--- src/rtl/sumador_restador_bcd_serie_if.sv ---
// Handshake and operand/result bundle for the digit-serial BCD adder/subtractor.
interface sumador_restador_bcd_serie_if #(
  parameter int N_DIGITOS = 4
);
  logic                   start;
  logic                   mux_suma_resta;
  logic                   Acarreo_in;
  logic [4*N_DIGITOS-1:0] A;
  logic [4*N_DIGITOS-1:0] B;
  logic                   busy;
  logic                   done;
  logic [4*N_DIGITOS-1:0] Z;
  logic                   Acarreo_out;
  logic                   error;

  // Requester side: drives the operation, observes the result.
  modport master (
    output start, mux_suma_resta, Acarreo_in, A, B,
    input  busy, done, Z, Acarreo_out, error
  );

  // Arithmetic unit side.
  modport slave (
    input  start, mux_suma_resta, Acarreo_in, A, B,
    output busy, done, Z, Acarreo_out, error
  );
endinterface

--- src/rtl/sumador_restador_bcd_serie.sv ---
// Digit-serial packed-BCD adder/subtractor: one digit per clock, LSD first.
// Subtraction is A + 10's complement of B (nines' complement plus carry-in 1).
module sumador_restador_bcd_serie #(
  parameter int N_DIGITOS = 4
) (
  input  logic                          clk,
  input  logic                          reset,
  sumador_restador_bcd_serie_if.slave   bus
);
  localparam int W  = 4*N_DIGITOS;
  localparam int CW = (N_DIGITOS > 1) ? $clog2(N_DIGITOS) : 1;

  typedef enum logic [1:0] {IDLE, CALC, DONE} state_t;

  state_t         state, state_n;
  logic [CW-1:0]  cnt;
  logic [W-1:0]   a_sh, b_sh, res, res_n, z_q;
  logic           sub, c, co_q, err_lat, err_q;
  logic           last, bad;
  logic [3:0]     a_d, b_d, b_eff, dig;
  logic [4:0]     s;
  logic           c_n;

  assign last = (cnt == CW'(N_DIGITOS-1));

  // State register.
  always_ff @(posedge clk or posedge reset) begin
    if (reset) state <= IDLE;
    else       state <= state_n;
  end

  // Next-state decode: start only matters in IDLE, DONE always returns to IDLE.
  always_comb begin
    state_n = state;
    case (state)
      IDLE:    if (bus.start) state_n = CALC;
      CALC:    if (last)      state_n = DONE;
      DONE:    state_n = IDLE;
      default: state_n = IDLE;
    endcase
  end

  // One decimal digit step; 5-bit sum tops out at 15+15+1.
  always_comb begin
    a_d   = a_sh[3:0];
    b_d   = b_sh[3:0];
    b_eff = sub ? (4'd9 - b_d) : b_d;
    s     = {1'b0, a_d} + {1'b0, b_eff} + {4'd0, c};
    dig   = s[3:0];
    c_n   = 1'b0;
    if (s > 5'd9) begin
      dig = s[3:0] + 4'd6;
      c_n = 1'b1;
    end
  end

  // Flag any non-decimal digit in the operands about to be latched.
  always_comb begin
    bad = 1'b0;
    for (int i = 0; i < N_DIGITOS; i++)
      if (bus.A[4*i +: 4] > 4'd9 || bus.B[4*i +: 4] > 4'd9) bad = 1'b1;
  end

  // New digits enter the result from the top so digit 0 lands in [3:0] at the end.
  if (N_DIGITOS == 1) begin : g_res1
    assign res_n = dig;
  end else begin : g_resn
    assign res_n = {dig, res[W-1:4]};
  end

  // Operand/result datapath; published outputs only move on the final digit.
  always_ff @(posedge clk or posedge reset) begin
    if (reset) begin
      a_sh    <= '0;
      b_sh    <= '0;
      res     <= '0;
      z_q     <= '0;
      cnt     <= '0;
      sub     <= 1'b0;
      c       <= 1'b0;
      co_q    <= 1'b0;
      err_lat <= 1'b0;
      err_q   <= 1'b0;
    end else begin
      case (state)
        IDLE: if (bus.start) begin
          a_sh    <= bus.A;
          b_sh    <= bus.B;
          sub     <= bus.mux_suma_resta;
          c       <= bus.mux_suma_resta ? 1'b1 : bus.Acarreo_in;
          cnt     <= '0;
          res     <= '0;
          err_lat <= bad;
        end
        CALC: begin
          a_sh <= a_sh >> 4;
          b_sh <= b_sh >> 4;
          c    <= c_n;
          res  <= res_n;
          cnt  <= cnt + 1'b1;
          if (last) begin
            z_q   <= res_n;
            co_q  <= c_n;
            err_q <= err_lat;
          end
        end
        default: ;
      endcase
    end
  end

  assign bus.busy        = (state == CALC);
  assign bus.done        = (state == DONE);
  assign bus.Z           = z_q;
  assign bus.Acarreo_out = co_q;
  assign bus.error       = err_q;
endmodule

--- src/flat_wrapper.sv ---
// flat-port wrapper written by rule: the top's interface ports become plain ports
module sumador_restador_bcd_serie_flat 
#(
  parameter int N_DIGITOS = 4
)
  (clk, reset, bus_start, bus_mux_suma_resta, bus_Acarreo_in, bus_A, bus_B, bus_busy, bus_done, bus_Z, bus_Acarreo_out, bus_error);
  sumador_restador_bcd_serie_if #(.N_DIGITOS(N_DIGITOS)) bus_i ();
  input  logic clk;
  input  logic reset;
  input wire logic [$bits(bus_i.start)-1:0] bus_start;
  input wire logic [$bits(bus_i.mux_suma_resta)-1:0] bus_mux_suma_resta;
  input wire logic [$bits(bus_i.Acarreo_in)-1:0] bus_Acarreo_in;
  input wire logic [$bits(bus_i.A)-1:0] bus_A;
  input wire logic [$bits(bus_i.B)-1:0] bus_B;
  output wire logic [$bits(bus_i.busy)-1:0] bus_busy;
  output wire logic [$bits(bus_i.done)-1:0] bus_done;
  output wire logic [$bits(bus_i.Z)-1:0] bus_Z;
  output wire logic [$bits(bus_i.Acarreo_out)-1:0] bus_Acarreo_out;
  output wire logic [$bits(bus_i.error)-1:0] bus_error;
  assign bus_i.start = bus_start;
  assign bus_i.mux_suma_resta = bus_mux_suma_resta;
  assign bus_i.Acarreo_in = bus_Acarreo_in;
  assign bus_i.A = bus_A;
  assign bus_i.B = bus_B;
  assign bus_busy = bus_i.busy;
  assign bus_done = bus_i.done;
  assign bus_Z = bus_i.Z;
  assign bus_Acarreo_out = bus_i.Acarreo_out;
  assign bus_error = bus_i.error;
  sumador_restador_bcd_serie #(.N_DIGITOS(N_DIGITOS)) u_core (.clk(clk), .reset(reset), .bus(bus_i));
endmodule
--- config.mk ---
export PLATFORM = sky130hd
export DESIGN_NAME = sumador_restador_bcd_serie_flat
export DESIGN_NICKNAME = d
export VERILOG_FILES = /design/src/rtl/sumador_restador_bcd_serie_if.sv /design/src/rtl/sumador_restador_bcd_serie.sv /design/src/flat_wrapper.sv
export SDC_FILE = /design/constraint.sdc
export NUM_CORES = 1
export LEC_CHECK = 0
export ABC_CLOCK_PERIOD_IN_PS = 2300
export CAP_MARGIN = 10
export CORE_MARGIN = 2
export CORE_UTILIZATION = 35
export DETAILED_ROUTE_END_ITERATION = 16
export DONT_BUFFER_PORTS = 1
export GPL_ROUTABILITY_DRIVEN = 1
export PLACE_DENSITY = 0.61
export SLEW_MARGIN = 20
export SYNTH_ARGS = -nofsm -noshare
export SYNTH_HDL_FRONTEND = slang
export SYNTH_SLANG_ARGS = --single-unit
export TNS_END_PERCENT = 1
--- constraint.sdc ---
create_clock -name clk -period 2.3 [get_ports clk]
set_clock_uncertainty 0.05 [all_clocks]
set_input_delay 0.23 -clock clk [delete_from_list [all_inputs] [get_ports clk]]
set_output_delay 0.23 -clock clk [all_outputs]
set_load 0.005 [all_outputs]
# ---- Word-level counts from Yosys, hierarchy flattened
# Index checks and enable logic that the tools add are counted.
dict set report word_totals {
  regBits 73
  input_bits 37
  wordCells 61
  output_inout_bits 20
}
dict set report op_classes {
  reduce_logical 10
  n_lt_le_gt_ge 9
  add_sub_neg 5
  n_eq_ne 5
  mux 21
}
# op count
set ops {}
lappend ops {{one-hot mux 16 bit (2 select lines)} 3}
lappend ops {{two-way mux 16 bit} 3}
lappend ops {{> comparator 4 bit, second input constant} 8}
lappend ops {{two-way mux 4 bit} 2}
lappend ops {{one-hot mux 2 bit (2 select lines)} 2}
lappend ops {{AND reduction 2 bit} 4}
lappend ops {{two-way mux 1 bit} 7}
lappend ops {{two-way mux 2 bit} 3}
lappend ops {{adder 4 x 4 -> 5 bit} 1}
lappend ops {{adder 5 x 1 -> 5 bit} 1}
lappend ops {{> comparator 5 x 4 -> 1 bit, second input constant} 1}
lappend ops {{adder 4 x 3 -> 4 bit, second input constant} 1}
lappend ops {{equality test 2 bit, second input constant} 2}
lappend ops {{logical OR 1 bit} 4}
lappend ops {{subtractor 4 bit, first input constant} 1}
lappend ops {{adder 2 x 1 -> 2 bit, second input constant} 1}
lappend ops {{equality test 2 x 1 -> 1 bit, second input constant} 1}
lappend ops {{logical NOT 2 bit} 1}
lappend ops {{inequality test 2 x 1 -> 1 bit, second input constant} 1}
lappend ops {{inequality test 2 bit, second input constant} 1}
lappend ops {{one-hot mux 1 bit (2 select lines)} 1}
lappend ops {{nonzero test 2 bit} 1}

# ---- Logic depth before layout (Yosys ltp)
# Gate-level depths: netlist (run 1).
dict set report depth {
  ltp_word 7
  ltp_mapped 11
  ltp_nobuf 11
}

# ---- Least setup slack after synthesis (run 1)
# No wires, ideal clock.
dict set report synth_timing {
  path_kind {reg2reg}
  startpoint {register u_core.sub}
  endpoint {register u_core.res[14]}
  n_path_buf 0
  stages_incl_launch_ff 11
  arrival_ps 2395
  path_slack_ps -271
  t_required_ps 2124
  setup_ps 126
  synth_period_minus_slack_ps 2571
  cell_sequence {dfrtp_1 -> xnor2_1 -> fa_1 -> inv_1 -> fa_1 -> xnor2_1 -> ha_1 -> a22oi_2 -> and3_1 -> nor2_1 -> a221o_1}
}
dict set report synth_via {
  elab_chain_cells 6
  word_cells_on_any_way 7
  cone_classes {add/sub: 3; order compare: 1; mux: 3}
}
# item line_no
set synth_rtl {}
lappend synth_rtl {{start, declared} sumador_restador_bcd_serie.sv:18} ;# logic sub, c, co_q, err_lat, err_q;
lappend synth_rtl {{start signal, assigned} sumador_restador_bcd_serie.sv:89} ;# sub <= bus.mux_suma_resta;
lappend synth_rtl {{two-way mux 4 bit *} sumador_restador_bcd_serie.sv:47} ;# b_eff = sub ? (4'd9 - b_d) : b_d;
lappend synth_rtl {{adder 4 x 4 -> 5 bit *} sumador_restador_bcd_serie.sv:48} ;# s = {1'b0, a_d} + {1'b0, b_eff} + {4'd0, c};
lappend synth_rtl {{adder 5 x 1 -> 5 bit *} sumador_restador_bcd_serie.sv:48}
lappend synth_rtl {{adder 4 x 3 -> 4 bit / > comparator 5 x 4 -> 1 bit (equally long branches)} {sumador_restador_bcd_serie.sv:52, sumador_restador_bcd_serie.sv:51}}
lappend synth_rtl {{two-way mux 4 bit *} sumador_restador_bcd_serie.sv:51} ;# if (s > 5'd9) begin
lappend synth_rtl {{one-hot mux 16 bit (2 select lines) *} sumador_restador_bcd_serie.sv:85} ;# case (state)
lappend synth_rtl {{end signal, assigned} sumador_restador_bcd_serie.sv:99} ;# res <= res_n;
lappend synth_rtl {{end, declared} sumador_restador_bcd_serie.sv:17} ;# logic [W-1:0] a_sh, b_sh, res, res_n, z_q;
# Mark *: on every way between the ends. The rest lies on a longest branch, timed or not.
# A chain may end at the register's enable or synchronous reset.

# ---- Final worst setup path (run 1)
# Ends and elaborated chain as after synthesis.

==> results of run 1 <==
stage by stage:
step | util [%] | hold slack, ns | instance area [um2]
6_report | 43.3 | 0.0192 | 3810
4_1_cts | 43.0 | 0.0161 | 3790
2_1_floorplan | - | 0.297 | 3220
3_3_place_gp | 39.1 | 0.241 | 3450
5_1_grt | 43.3 | 0.0472 | 3810
3_5_place_dp | 39.1 | 0.249 | 3450
repair_timing:
item	4_1_cts	5_1_grt
endpoints found under the setup margin	8	8
pin swaps	1	2
gates resized for setup	1	4
hold endpoints to repair	43	0
hold buffers	10	0
sequential cells by signal, summed over array words and instances, names as in the netlist:
register                count
u_core.a_sh                16
u_core.b_sh                16
u_core.bus.Acarreo_out      1
u_core.bus.Z               16
u_core.bus.error            1
u_core.c                    1
u_core.cnt                  2
u_core.err_lat              1
u_core.res                 12
u_core.state                2
u_core.sub                  1
Yosys cell counts, types with 2 or more instances:
master	number	area [um2]
o21ai_0	36	180
buf_4	3	22.5
a31o_2	2	17.5
buf_1	2	7.51
nand4_1	2	12.5
nand3_1	2	10.0
dfrtp_1	69	1730
clkbuf_1	7	26.3
inv_2	2	7.51
inv_1	8	30.0
mux2i_1	22	220
ha_1	6	75.1
buf_2	3	15.0
a21oi_1	26	130
xnor2_1	3	26.3
nand2_1	51	191
fa_1	2	40.0
nor2b_1	2	12.5
nor2_1	31	116
o21ai_2	2	17.5
mux2_2	14	158
logic make-up (layout without fill, tap and decap cells):
family,count (synthesis),in the layout,synth area share [%]
DFF,69,69,53.8
xor gates and xnor gates,3,3,0.820
and+or+nand+nor,97,97,13.1
AOI/OAI and AO/OA,75,75,13.5
adders and majority gates,8,8,3.59
buffers and inverters,25,51,3.39
muxes,36,36,11.8
metal layers:
metal / up-vias / global-route usage, % / routed length (um)
li1: 1111 / - / -
met1: 1100 / 20.1 / 3280
met2: 36 / 24.1 / 3370
met3: 6 / 4.85 / 393
met4: 0 / 6.01 / 85
met5: - / 0 / 0
how the worst max path moves through the flow:
| stage | to | slack [ns] | cells after the start |
|---|---|---|---|
| global placement | u_core.res[14] | -0.20 | 10 |
| floorplan | u_core.res[14] | -0.19 | 11 |
| detailed placement | u_core.res[14] | -0.28 | 10 |
| global route | u_core.res[14] | -0.45 | 10 |
| finish | u_core.res[14] | -0.31 | 10 |
| CTS | u_core.res[14] | -0.29 | 10 |
power groups by stage:
stage               sequential (W)  clock, W  combinational, W
finish                     0.00217   0.00119           0.00401
global route               0.00225   0.00126           0.00448
CTS                        0.00217   0.00121           0.00381
detailed placement         0.00219         0           0.00375
global placement           0.00218         0           0.00362
floorplan                  0.00208         0           0.00282
area by class of cell:
| type | count | share of cell area, % |
|---|---|---|
| flip-flops and latches | 69 | 45.3 |
| multi-input cells | 219 | 37.4 |
| repair buffers | 25 | 6.56 |
| well taps | 108 | 3.54 |
| clock buffers | 10 | 3.35 |
| clock inverters | 6 | 2.92 |
| inverters | 10 | 0.984 |
==> results.py, run 1 <==
metrics = {
    "flow_run": {
        "drv_cap": 0,
    },
    "placed_design": {
        "globalplace.congestion": 0.762,
        "post-place-cells": 421,
        "dpl_worst_slack_ns": -0.285,
        "dp_hpwl_um": 4900,
        "portBuffers": 0,
    },
    "critical_path": {
        "worst_setup_path_start_kind": "flop",
        "worstPathMaxFanout": 3,
        "critPathLaunch": "u_core.sub",
        "r2r_slack_ns": -0.31,
        "crit_buf_inv": 2,
        "rr_endpoint": "u_core.res[14]",
        "cp_slowest_cell": "fa_2",
        "critPathKind": "reg2reg",
        "worstPathRequired_ns": 2.54,
        "cp_cell_sequence": "xnor2_2 > fa_2 > inv_1 > fa_2 > inv_1 > ha_2 > a22oi_2 > nand3_2 > a2111oi_4 > a221o_1",
        "end_kind": "flop",
        "critical-path-max-stage-delay_ns": 0.54,
        "reg2reg_from": "u_core.sub",
        "path_delay_family": "adder cells",
        "cp_data_arrival_time_ns": 2.85,
        "reg2reg_depth": 10,
    },
    "power": {
        "p_seq_share_pct": 29.4,
        "switching_share_pct": 40.4,
        "power.density_mw_per_mm2": 1930,
        "p_comb_share_pct": 54.4,
        "p_leak_nw": 1.66,
        "clock_power_share_pct": 16.1,
        "ir_drop_mv": 0.778,
        "p_int_w": 0.00439,
        "p_switching_w": 0.00298,
        "p_total_w": 0.00737,
    },
    "timing": {
        "slew_viol_final": 0,
        "setup_viol": 8,
        "period_minus_slack_ns": 2.61,
        "fin_crit_sh_pct": 113,
        "slew-limit-headroom_pct": 46.8,
        "hold_viol_final": 0,
        "fin_ws_ns": -0.309,
        "worstMarginPinSlew_ns": 0.796,
        "setup-tns-final_ns": -1.87,
        "rsz0062_at_grt": "yes",
        "max_freq_mhz": 383,
    },
    "global_route": {
        "grt_pass1_vias": 2325,
        "grt_max_degree": 45,
        "track_usage_pct": 15.4,
        "grt_first_pass_wirelength_um": 11900,
        "grt-ovfl-total": 0,
        "antenna_found_initial": 0,
    },
    "floorplanning": {
        "die_w_um": 99.7,
        "die-area_mm2": 0.00994,
        "rows": 34,
        "chipHeight_um": 99.7,
        "io_pins": 57,
        "start_util_pct": 36.4,
        "coreArea_mm2": 0.00881,
    },
    "synthesis": {
        "syn_inst": 313,
        "synthArstFlopShare_pct": 100,
        "synth.distinct_cells": 39,
        "synthFlopType": "dfrtp_1",
        "synth_edf_count": 0,
        "syn-num-nets": 358,
        "syn_avg_cell_area_um2": 10.2,
        "ys.warnings.count": 0,
        "ys_seq_elements": 69,
        "ys_seq_area_share_pct": 53.8,
        "synth.cell_area_mm2": 0.00321,
    },
    "cts": {
        "htree_levels": 3,
        "cts_made_buffers": 9,
        "clkTransAtPathRegs_ns": 0.08,
        "clk_latency_ns": 0.34,
        "cts.sinks": 69,
        "cts_buffer_depth": 2,
        "root_buffer": "clkbuf_8",
        "post_cts_buffers": 0,
        "cts_tree": "done",
    },
    "status": {
        "violations": "negative setup slack",
        "status": "finished, violations left",
    },
    "cells_and_area": {
        "multi_input_area_mm2": 0.00143,
        "nets": 379,
        "fill_cells": 838,
        "register_area_mm2": 0.00173,
        "layout_common_cells": "dfrtp_1 (69), nand2_1 (51), o21ai_0 (36)",
        "layout_commonest_cell": "dfrtp_1",
        "drive_gt1_share_pct": 19.8,
        "syn2layout_area_growth_pct": 19.0,
        "final_cells": 447,
        "diodes": 0,
    },
    "min_path": {
        "min_to": "u_core.c",
        "hold_depth": 2,
        "min-delay-start": "bus_Acarreo_in",
        "hp-class": "in2reg",
    },
    "route": {
        "wl_per_cell_um": 15.9,
        "drt_iter0_drc": 115,
        "finalWirelength_um": 7130,
        "routed-via-count": 2253,
        "drc": 0,
        "postRouteAntennaNets": 0,
        "via_per_inst": 5.04,
        "drt_pass1_iterations": 4,
    },
}
(Power assumes the default switching activity.)
==> run 2: changes to the inputs <==
--- a/config.mk
+++ b/config.mk
@@ -9,6 +9,7 @@
 export CAP_MARGIN = 10
 export CORE_MARGIN = 2
 export CORE_UTILIZATION = 35
+export CTS_CLUSTER_SIZE = 40
 export DETAILED_ROUTE_END_ITERATION = 16
 export DONT_BUFFER_PORTS = 1
 export GPL_ROUTABILITY_DRIVEN = 1
==> results of run 2 <==
Final layout, timing and power as in run 1 (identical DEF).
==> run 3: changes to the inputs <==
--- a/config.mk
+++ b/config.mk
@@ -7,7 +7,8 @@
 export LEC_CHECK = 0
 export ABC_CLOCK_PERIOD_IN_PS = 2300
 export CAP_MARGIN = 10
-export CORE_MARGIN = 2
+export CORE_ASPECT_RATIO = 1.1
+export CORE_MARGIN = 4
 export CORE_UTILIZATION = 35
 export CTS_CLUSTER_SIZE = 40
 export DETAILED_ROUTE_END_ITERATION = 16
==> run 3 against run 2 <==
The run still ends with negative setup slack left. Critical path depth unchanged. First-iteration DRC count is 37% higher. Global-route usage is 1.1 points lower. Combinational power up 3%. Critical endpoint unchanged. Largest cell class unchanged.
==> results.py, run 3 (synthesis gave the netlist of run 1 again) <==
metrics = {
    "status": {
        "status": "finished, violations left",
        "violations": "negative setup slack",
    },
    "global_route": {
        "track_usage_pct": 14.3,
        "antenna_found_initial": 0,
        "grt_pass1_vias": 2278,
        "grt-ovfl-total": 0,
        "grt_max_degree": 70,
        "grt_first_pass_wirelength_um": 11900,
    },
    "cts": {
        "cts_tree": "done",
        "cts_buffer_depth": 2,
        "cts.sinks": 69,
        "clk_latency_ns": 0.35,
        "root_buffer": "clkbuf_8",
        "cts_made_buffers": 9,
        "post_cts_buffers": 0,
        "htree_levels": 3,
        "clkTransAtPathRegs_ns": 0.08,
    },
    "timing": {
        "fin_crit_sh_pct": 110,
        "slew_viol_final": 0,
        "worstMarginPinSlew_ns": 0.623,
        "fin_ws_ns": -0.236,
        "hold_ws_ns": 0.0255,
        "rsz0062_at_grt": "yes",
        "hold_viol_final": 0,
        "setup_viol": 8,
        "period_minus_slack_ns": 2.54,
        "slew-limit-headroom_pct": 58.5,
        "max_freq_mhz": 394,
    },
    "critical_path": {
        "critical-path-max-stage-delay_ns": 0.53,
        "reg2reg_from": "u_core.sub",
        "rr_endpoint": "u_core.res[14]",
        "worstPathRequired_ns": 2.54,
        "worstPathMaxFanout": 3,
        "cp_slowest_cell": "fa_2",
        "r2r_slack_ns": -0.24,
        "crit_buf_inv": 2,
        "cp_data_arrival_time_ns": 2.78,
        "worst_setup_path_start_kind": "flop",
        "end_kind": "flop",
        "reg2reg_depth": 10,
        "path_delay_family": "adder cells",
        "cp_cell_sequence": "xnor2_2 > fa_2 > inv_2 > fa_2 > inv_2 > ha_4 > a22oi_2 > nand3_2 > a2111oi_4 > a221o_1",
        "critPathKind": "reg2reg",
    },
    "power": {
        "ir_drop_mv": 0.909,
        "power.density_mw_per_mm2": 1980,
        "p_total_w": 0.00756,
        "p_leak_nw": 1.65,
    },
    "floorplanning": {
        "coreArea_mm2": 0.00892,
        "die_w_um": 99.3,
        "rows": 36,
        "io_pins": 57,
        "chipHeight_um": 108,
        "die-area_mm2": 0.0108,
        "start_util_pct": 36.0,
    },
    "cells_and_area": {
        "layout_commonest_cell": "dfrtp_1",
        "drive_gt1_share_pct": 20.5,
        "syn2layout_area_growth_pct": 19.2,
        "diodes": 0,
        "layout_common_cells": "dfrtp_1 (69), nand2_1 (51), o21ai_0 (35)",
        "final_cells": 450,
        "nets": 376,
        "final_area_mm2": 0.00382,
    },
    "route": {
        "drt_pass1_iterations": 4,
        "drt_iter0_drc": 157,
        "postRouteAntennaNets": 0,
        "finalWirelength_um": 7230,
        "wl_per_cell_um": 16.1,
        "routed-via-count": 2278,
        "via_per_inst": 5.06,
        "drc": 0,
    },
    "placed_design": {
        "portBuffers": 0,
        "globalplace.congestion": 0.794,
        "placed_area_mm2": 0.00342,
        "dp_hpwl_um": 4840,
        "post-place-cells": 424,
    },
    "min_path": {
        "hold_depth": 2,
        "min-delay-start": "bus_Acarreo_in",
        "min_to": "u_core.c",
        "hp-class": "in2reg",
    },
    "flow_run": {
        "drv_cap": 0,
    },
}
-- run 3: per-stage QoR --
| stage | setup WS, ns | utilization, % | TNS (ns) |
|---|---|---|---|
| after floorplan | -0.188 | - | -0.717 |
| after global routing | -0.370 | 42.9 | -2.24 |
| after global placement | -0.195 | 38.3 | -1.03 |
| after CTS | -0.246 | 42.8 | -1.08 |
| final | -0.236 | 42.9 | -1.05 |
| after detailed placement | -0.290 | 38.3 | -1.55 |
-- run 3: where the power goes --
| part | total (W) | internal [W] | switching (W) | leakage, nW |
|---|---|---|---|---|
| clock | 0.00125 | 0.000781 | 0.000469 | 0.126 |
| sequential | 0.00218 | 0.00180 | 0.000381 | 0.846 |
| combinational | 0.00413 | 0.00191 | 0.00222 | 0.683 |
| total | 0.00756 | 0.00448 | 0.00307 | 1.65 |
-- run 3: final cells by class --
cell class / count / area [um2]
clock buffers: 11 / 151
clock inverters: 5 / 106
fillers: 847 / 5090
inverters: 10 / 37.5
multi-input cells: 219 / 1440
flip-flops and latches: 69 / 1730
well taps: 114 / 143
repair buffers: 22 / 215
-- run 3: routing by layer --
metal / global-route usage (%) / up-vias / wire length (um)
met4: 7.22 / 0 / 178
met2: 22.0 / 54 / 3520
met3: 4.71 / 15 / 420
li1: - / 1112 / -
met1: 18.0 / 1097 / 3110
met5: 0 / - / 0
-- run 3: worst max-delay path by stage --
| stage | from | to | slack [ns] | cells after the start |
|---|---|---|---|---|
| after global placement | u_core.b_sh[0] | u_core.res[14] | -0.19 | 10 |
| after floorplan | u_core.b_sh[1] | u_core.res[14] | -0.19 | 11 |
| final | u_core.sub | u_core.res[14] | -0.24 | 10 |
| after CTS | u_core.sub | u_core.res[14] | -0.25 | 10 |
| after detailed placement | u_core.b_sh[0] | u_core.res[14] | -0.29 | 10 |
| after global routing | u_core.sub | u_core.res[14] | -0.37 | 10 |
-- run 3: what timing repair did --
action / 4_1_cts / 5_1_grt
pin swaps: 3 / 2
setup endpoints to repair: 8 / 8
hold buffers: 10 / 0
resized for setup: 8 / 3
endpoints found under the hold margin: 78 / 0
